==> src/rtl/paddle_ctrl.sv <==
// One paddle's vertical position, moved by keys (with hold acceleration) or by ball auto-tracking on move_tick.
// pad_y/moving update one cycle after the tick; pad_hit is a registered in-paddle flag for the colour mux.
module paddle_ctrl #(
  parameter int COORD_W    = 12,
  parameter int PAD_X      = 630,
  parameter int PAD_W      = 5,
  parameter int PAD_H      = 70,
  parameter int Y_MIN      = 5,
  parameter int Y_MAX      = 400,
  parameter int Y_INIT     = 205,
  parameter int STEP       = 10,
  parameter int STEP_FAST  = 20,
  parameter int HOLD_TICKS = 8,
  parameter int DEAD_BAND  = 4
) (
  input  logic               vga_clk,
  input  logic               sys_rst,
  input  logic               start,
  input  logic               move_tick,
  input  logic               key_up_n,
  input  logic               key_dn_n,
  input  logic               auto_en,
  input  logic [COORD_W-1:0] ball_y,
  input  logic [COORD_W-1:0] pix_x,
  input  logic [COORD_W-1:0] pix_y,
  output logic [COORD_W-1:0] pad_y,
  output logic               moving,
  output logic               pad_hit
);
  localparam int W1    = COORD_W + 1;
  localparam int CNT_W = $clog2(HOLD_TICKS + 1);

  localparam logic [W1-1:0]          Y_MIN_U  = W1'(Y_MIN);
  localparam logic [W1-1:0]          Y_MAX_U  = W1'(Y_MAX);
  localparam logic [W1-1:0]          STEP_U   = W1'(STEP);
  localparam logic [W1-1:0]          FAST_U   = W1'(STEP_FAST);
  localparam logic [W1-1:0]          X_LO     = W1'(PAD_X);
  localparam logic [W1-1:0]          X_HI     = W1'(PAD_X + PAD_W);
  localparam logic [W1-1:0]          H_U      = W1'(PAD_H);
  localparam logic signed [W1-1:0]   Y_MIN_S  = W1'(Y_MIN);
  localparam logic signed [W1-1:0]   Y_MAX_S  = W1'(Y_MAX);
  localparam logic signed [W1-1:0]   HALF_S   = W1'(PAD_H / 2);
  localparam logic signed [W1-1:0]   BAND_S   = W1'(DEAD_BAND);
  localparam logic signed [W1-1:0]   STEP_S   = W1'(STEP);
  localparam logic [COORD_W-1:0]     Y_INIT_C = COORD_W'(Y_INIT);
  localparam logic [COORD_W-1:0]     Y_MIN_C  = COORD_W'(Y_MIN);
  localparam logic [COORD_W-1:0]     Y_MAX_C  = COORD_W'(Y_MAX);
  localparam logic [COORD_W-1:0]     STEP_C   = COORD_W'(STEP);
  localparam logic [CNT_W-1:0]       HOLD_MAX = CNT_W'(HOLD_TICKS);

  typedef enum logic {PARK, RUN} state_t;

  state_t              state, state_nxt;
  logic [CNT_W-1:0]    hold_cnt, hold_nxt, cnt_inc;
  logic                last_up, last_up_nxt;
  logic [COORD_W-1:0]  pad_y_nxt;
  logic                moving_nxt;
  logic                up, dn, hit_nxt;
  logic [W1-1:0]       pad_u, step_u, sum_u;
  logic [COORD_W-1:0]  up_y, dn_y, auto_y, amt;
  logic signed [W1-1:0] tgt_raw, tgt, diff, mag;

  assign pad_u = {1'b0, pad_y};
  assign up    = ~key_up_n & key_dn_n;
  assign dn    = ~key_dn_n & key_up_n;

  // hold_cnt only continues a run when the previous counted tick went the same way
  assign cnt_inc = (hold_cnt != '0 && last_up == up)
                 ? ((hold_cnt == HOLD_MAX) ? HOLD_MAX : hold_cnt + CNT_W'(1))
                 : CNT_W'(1);
  assign step_u  = (cnt_inc == HOLD_MAX) ? FAST_U : STEP_U;
  assign sum_u   = pad_u + step_u;
  assign up_y    = (sum_u > Y_MAX_U) ? Y_MAX_C : sum_u[COORD_W-1:0];
  assign dn_y    = (pad_u < Y_MIN_U + step_u) ? Y_MIN_C : pad_y - step_u[COORD_W-1:0];

  // Target may go negative for a ball near the top, hence the signed path
  assign tgt_raw = $signed({1'b0, ball_y}) - HALF_S;
  assign tgt     = (tgt_raw < Y_MIN_S) ? Y_MIN_S : (tgt_raw > Y_MAX_S) ? Y_MAX_S : tgt_raw;
  assign diff    = tgt - $signed(pad_u);
  assign mag     = diff[W1-1] ? -diff : diff;
  assign amt     = (mag > STEP_S) ? STEP_C : mag[COORD_W-1:0];
  assign auto_y  = diff[W1-1] ? pad_y - amt : pad_y + amt;

  assign hit_nxt = ({1'b0, pix_x} >= X_LO) && ({1'b0, pix_x} < X_HI) &&
                   ({1'b0, pix_y} >= pad_u) && ({1'b0, pix_y} < pad_u + H_U);

  always_comb begin
    state_nxt   = state;
    hold_nxt    = hold_cnt;
    last_up_nxt = last_up;
    pad_y_nxt   = pad_y;
    moving_nxt  = 1'b0;
    case (state)
      PARK: begin
        pad_y_nxt = Y_INIT_C;
        hold_nxt  = '0;
        if (start) state_nxt = RUN;
      end
      RUN: begin
        if (!start) begin
          state_nxt = PARK;
          pad_y_nxt = Y_INIT_C;
          hold_nxt  = '0;
        end else if (move_tick) begin
          if (auto_en) begin
            hold_nxt = '0;
            if (mag > BAND_S) pad_y_nxt = auto_y;
          end else if (up || dn) begin
            hold_nxt    = cnt_inc;
            last_up_nxt = up;
            pad_y_nxt   = up ? up_y : dn_y;
          end else begin
            hold_nxt = '0;
          end
          moving_nxt = (pad_y_nxt != pad_y);
        end
      end
      default: state_nxt = PARK;
    endcase
  end

  always_ff @(posedge vga_clk) begin
    if (sys_rst) begin
      state    <= PARK;
      pad_y    <= Y_INIT_C;
      hold_cnt <= '0;
      last_up  <= 1'b0;
      moving   <= 1'b0;
      pad_hit  <= 1'b0;
    end else begin
      state    <= state_nxt;
      pad_y    <= pad_y_nxt;
      hold_cnt <= hold_nxt;
      last_up  <= last_up_nxt;
      moving   <= moving_nxt;
      pad_hit  <= hit_nxt;
    end
  end
endmodule

==> config.mk <==
export PLATFORM = sky130hd
export DESIGN_NAME = paddle_ctrl
export DESIGN_NICKNAME = d
export VERILOG_FILES = /design/src/rtl/paddle_ctrl.sv
export SDC_FILE = /design/constraint.sdc
export NUM_CORES = 1
export LEC_CHECK = 0
export ABC_AREA = 1
export ABC_CLOCK_PERIOD_IN_PS = 22800
export CAP_MARGIN = 10
export CELL_PAD_IN_SITES_DETAIL_PLACEMENT = 1
export CELL_PAD_IN_SITES_GLOBAL_PLACEMENT = 1
export CORE_MARGIN = 5
export CORE_UTILIZATION = 44
export DETAILED_ROUTE_END_ITERATION = 10
export GPL_ROUTABILITY_DRIVEN = 0
export PLACE_DENSITY = 0.95
export REMOVE_ABC_BUFFERS = 1
export SLEW_MARGIN = 20
export SYNTH_ARGS = -nofsm -noshare
export SYNTH_HDL_FRONTEND = slang
export SYNTH_SLANG_ARGS = --single-unit
==> constraint.sdc <==
create_clock -name vga_clk -period 22.8 [get_ports vga_clk]
set_input_delay 3.42 -clock vga_clk [delete_from_list [all_inputs] [get_ports vga_clk]]
set_output_delay 3.42 -clock vga_clk [all_outputs]
set_load 0.005 [all_outputs]
; Word-level counts from Yosys, hierarchy flattened
; Index checks and enable logic that the tools add are counted.
[word_totals]
elab_cells = 73
register_bits = 20
[op_classes]
n_eq_ne = 5
n_reduce_logical = 8
muxes = 26
order_cmp = 10
addsub = 10
bitwise_logic = 8
[ops]
columns = op, n
row1 = $mux 12, 13
row2 = $mux 13, 3
row3 = $mux 4, 6
row4 = $pmux 12 s2, 1
row5 = $add 12x5->13, 1
row6 = $add 12x7->13 const B, 1
row7 = $gt 13x10->1 const B, 1
row8 = $gt 13x4->1 const B, 1
row9 = $gt 13x5->1 const B, 1
row10 = $gt 13x9->1 const B, 1
row11 = $lt 12x13->1, 1
row12 = $lt 13x4->1 const B, 1
row13 = $neg 13->13, 1
row14 = $sub 12x6->13 const B, 1
row15 = $sub 13x13->13, 1
row16 = $add 12x12->12, 1
row17 = $ge 12x10->1 const B, 1
row18 = $ge 12x12->1, 1
row19 = $lt 12x10->1 const B, 1
row20 = $lt 12x6->1, 1
row21 = $ne 12x12->1, 1
row22 = $sub 12x12->12, 1
row23 = $sub 12x5->12, 1
row24 = $eq 4x4->1 const B, 2
row25 = other kinds (14), 23

; Depth between registers and ports, before layout
[logic_depth]
depth_word = 19
depth_mapped = 63
ltp_nobuf = 63

; Least setup slack after synthesis
; No wires, ideal clock.
[synth_path]
path_type = input -> register
start = input ball_y[0]
end = register moving
path_stages = 58
arrival_time_ns = 10.046
required_ns = 22.691
n_path_buf = 0
setup_slack_ns = 12.645
path_cell_list = ha_1 inv_1 nand2_1 o21ai_0 nand3_1 nor3_1 inv_1 nand2_1 nand2_1 nor4_1 nand4_1 inv_1 a21oi_1 inv_1 nor2_1 ha_1 inv_1 fa_1 [... 22 more ...] inv_1 a21oi_1 inv_1 a21oi_1 o21ai_0 a21oi_1 inv_1 a21oi_1 nand3b_1 nand2_1 nand2_1 nand4_1 nand3_1 nand2_1 nand2_1 nand3_1 nand2_1 inv_1
[synth_between]
elab_chain_len = 17
elab_cells_between_ends = 20
[synth_lines]
columns = element, line
row1 = from (decl), 23  ; input logic [COORD_W-1:0] ball_y,
row2 = $sub 12x6->13 (*), 77  ; assign tgt_raw = $signed({1'b0, ball_y}) - HALF_S;
row3 = $gt 13x10->1, 78  ; assign tgt = (tgt_raw < Y_MIN_S) ? Y_MIN_S : (tgt_raw > Y_MAX_S) ? Y_MAX_S : tgt_raw;
row4 = $mux 13, 78
row5 = $mux 13 (*), 78
row6 = $sub 13x13->13 (*), 79  ; assign diff = tgt - $signed(pad_u);
row7 = $neg 13->13, 80  ; assign mag = diff[W1-1] ? -diff : diff;
row8 = $mux 13, 80
row9 = $gt 13x5->1, 81  ; assign amt = (mag > STEP_S) ? STEP_C : mag[COORD_W-1:0];
row10 = $mux 12, 81
row11 = $add 12x12->12 or $sub 12x12->12 (tied branches), 82  ; assign auto_y = diff[W1-1] ? pad_y - amt : pad_y + amt;
row12 = $mux 12, 82
row13 = $mux 12 (*), 107  ; if (mag > BAND_S) pad_y_nxt = auto_y;
row14 = $mux 12 (*), 105  ; if (auto_en) begin
row15 = $mux 12 (*), 104  ; end else if (move_tick) begin
row16 = $mux 12 (*), 100  ; if (!start) begin
row17 = $mux 12 (*), 93  ; case (state)
row18 = $ne 12x12->1 (*), 115  ; moving_nxt = (pad_y_nxt != pad_y);
row19 = to (signal assigned), 135  ; moving <= moving_nxt;
row20 = to (decl), 27  ; output logic moving,
; Mark *: on every way between the ends. The rest lies on a longest branch, timed or not. The select of a mux whose other input is x is not followed.
; A chain may end at the register's enable or synchronous reset.

; Worst setup path after layout
; Same ends and word-level chain as after synthesis.

==> results by group <==
Outcome
  – Result of the run: finished, final reports clean

STA
  – Hold Violations, Final: 0
  – Max-slew headroom: 0.493
  – Max Clock Skew: 0.00224 ns
  – Min cycle time layout: 11.41 ns
  – F_max: 87.6 MHz
  – Unrepaired setup endpoints after global routing: no
  – Finish-stage setup viols: 0
  – Max-slew violation count: 0
  – Worst Max-Slew Pin Slew: 0.758 ns
  – Post-Route Setup TNS: 0 ns
  – Tcrit/Tclk final: 0.501

Logic synthesis
  – Syn Area/Cell: 5.92 µm²
  – Synth async-reset ratio: 0
  – Post-synthesis sequential area ratio: 0.0787
  – Number of distinct library cells after synthesis: 49
  – YS warnings: 0
  – Number of synthesized flops with an enable pin: 0
  – #FFs+latches synth: 20
  – Synth Cell Area: 5090 µm²
  – Dominant synthesized flop cell: dfxtp_1
  – Post-Syn Instances: 860

Clock tree
  – Resized Gates After CTS: 0
  – CTS max path bufs: 2
  – CTS Buf Count: 3
  – Hold_buf cts: 0
  – Clock root buffer: clkbuf_16
  – CTS tree: built
  – H-tree depth: 1
  – # Post-CTS Setup Buffers: 0
  – Worst-path clk slew: 0.06 ns
  – Clk sinks: 20
  – Clock latency on the worst-skew pair: 0.25 ns

Floorplanning
  – Chip width: 118 µm
  – Core area: 11,400 µm²
  – Initial Utilization: 0.447
  – Die height: 118 µm
  – Die ar.: 13,800 µm²
  – # rows: 39
  – Boundary Pins: 57

Layout
  – Util after Layout: 0.516
  – Area grow syn2layout: 15.4%
  – Fillers: 1,603
  – Multi-input combinational cell area: 4170 µm²
  – Sequential cell area: 400 µm²
  – Layout cell share with drive strength beyond 1: 0.0758
  – Nets@finish: 1,021
  – # diodes: 0

Global route
  – Gr usage total: 0.249
  – First-pass GRT wire length: 29,500 µm
  – Overflow after GRT: 0
  – Largest net degree at the start of global routing: 19
  – Vias in the first global route: 6,191
  – Initial antenna violation count: 0

Worst setup path
  – Crit-path most repeated cell: inv_1
  – Crit Reg-Reg Startpoint: pad_y[7]
  – Crit. End Element: register
  – Slowest-stage cell, CP: fa_1
  – Worst flop-to-flop path endpoint: moving
  – Worst Reg2Reg Path Length in Cells: 42
  – Worst EP required: 22.95 ns
  – Crit Path Max Fanout: 14
  – FF-to-FF setup slack: 15.74 ns
  – CP peak stage delay: 0.48 ns
  – Critical path class: in2reg
  – Critical path arrival: 11.57 ns
  – Element type at the critical path start: primary input

Routing
  – Max layer used: met4
  – Number of vias per cell: 5.60
  – 1st-iter DRT viols: 317
  – Post-route ant nets: 0
  – Wl on met1: 7500 µm
  – Drt wl/cell: 16.5 µm
  – Met2 WL: 8540 µm
  – DR vias: 5,900
  – Drc violations: 0
  – Wire length on met3: 697 µm
  – Post-Route WL: 17,400 µm
  – First-pass DRT Iterations: 4

Worst hold path
  – Hold EP: hold_cnt[0]
  – Hold Startpoint: hold_cnt[0]
  – Hold depth: 2
  – HP Class: reg2reg

Place
  – Port Buffers: 56
  – Post-DP HPWL: 14,300 µm

Power
  – Leakage power: 2.86 nW
  – Max IR drop VDD: 0.0511 mV
  – Power Dens Cells: 27.8 nW/µm²

Run
  – Max Cap Violations: 0
==> placed cells by master (no fill, tap or decap), types with 2 or more instances in the layout <==
cell type and instances:
nand3_1 74, o21ai_1 2, clkinv_1 5, o21ai_2 3
nor3_1 10, dfxtp_1 20, a21o_1 2, clkbuf_16 3
o211ai_1 10, xnor2_1 7, conb_1 3, nor2_4 2
nand2_1 233, xor2_1 36, nor4_1 3, o21ai_0 30
nand4_1 12, nand3_2 8, a21oi_2 2, o2111ai_1 2
a211oi_1 3, inv_2 8, inv_1 103, o21bai_1 3
clkdlybuf4s50_1 56, a21oi_1 62, nand2_2 22, nand3b_1 10
ha_1 63, o21a_1 5, or2_2 3, nor2_2 5
nor2_1 73, nand2_4 3, fa_1 4, o221ai_1 2
o22ai_1 2, buf_4 5
==> Yosys cell counts (all sizes together), types with 3 or more instances <==
cell / count / area share
nand4: 14 / 0.021
or2: 3 / 0.0037
a211oi: 3 / 0.0044
buf: 7 / 0.010
nand3b: 10 / 0.015
o21a: 5 / 0.0074
inv: 111 / 0.082
xor2: 36 / 0.062
nor2: 81 / 0.068
xnor2: 7 / 0.012
nand2: 258 / 0.21
o21bai: 3 / 0.0044
o21ai: 35 / 0.037
nand3: 82 / 0.089
o211ai: 10 / 0.015
clkinv: 5 / 0.0037
ha: 63 / 0.15
nor3: 10 / 0.0098
a21oi: 64 / 0.064
fa: 4 / 0.016
dfxtp: 20 / 0.079
nor4: 3 / 0.0037
clkbuf: 10 / 0.0074
==> worst max-delay path, delay by kind of cell <==
kind            cells  cell delay [ns]
xor+xnor            1             0.13
fa+ha+maj           6             1.62
buf+inv            12             1.35
compound gates      9             1.44
simple gates       29             3.59
==> how the worst max path moves through the flow <==
stage / from / endpoint / slack (ns) / cells after the start
6_report: ball_y[0] / moving / 11.39 / 57
5_1_grt: ball_y[0] / moving / 10.36 / 57
4_1_cts: ball_y[0] / moving / 11.36 / 57
3_5_place_dp: ball_y[0] / moving / 11.12 / 57
3_3_place_gp: ball_y[0] / moving / 11.59 / 57
2_1_floorplan: ball_y[0] / moving / 12.61 / 56
==> registers in the layout, indices dropped and copies added, names as in the netlist <==
register and flops:
last_up 1, hold_cnt 4, pad_y 12, moving 1, pad_hit 1, state 1
==> power breakdown <==
part           leakage [nW]  internal [mW]  switching [mW]  total, mW
clock network        0.0442         0.0268          0.0134     0.0401
registers             0.162         0.0354        0.000747     0.0361
logic                  2.65         0.0331          0.0537     0.0868
==> cell type report <==
class                           instances  share of cell area
Inverter                              116              0.0742
Tap cell                              143              0.0305
Timing Repair Buffer                   61               0.102
Multi-Input combinational cell        709               0.710
Clock buffer                            4              0.0151
Sequential cell                        20              0.0682
==> through the flow <==
stage | worst slack (ns) | cell area, µm² | cells | hold WS [ns] | total power [mW]
after floorplan | 12.61 | 5010 | 845 | 0.469 | 0.0956
after global placement | 11.59 | 5780 | 1049 | 0.494 | 0.119
after detailed placement | 11.12 | 5780 | 1049 | 0.499 | 0.122
after CTS | 11.36 | 5870 | 1053 | 0.508 | 0.163
after global routing | 10.36 | 5870 | 1053 | 0.549 | 0.175
final | 11.39 | 5870 | 1053 | 0.508 | 0.163
==> metal layers <==
metal | vias up | GRT usage
met5 | - | 0
met4 | 0 | 0.0975
met3 | 49 | 0.0245
met2 | 146 | 0.449
met1 | 2791 | 0.301
li1 | 2914 | -
==> kinds of logic (layout without fill, tap and decap cells) <==
group	Yosys count	after routing	synth area share
other	1	3	0.000737
adders and majority gates	67	67	0.171
DFF	20	20	0.0787
and+or+nand+nor	463	463	0.418
buffers and inverters	133	181	0.103
AOI/OAI and AO/OA	133	133	0.154
xor gates and xnor gates	43	43	0.0740
Power figures use the tool's default switching activity.
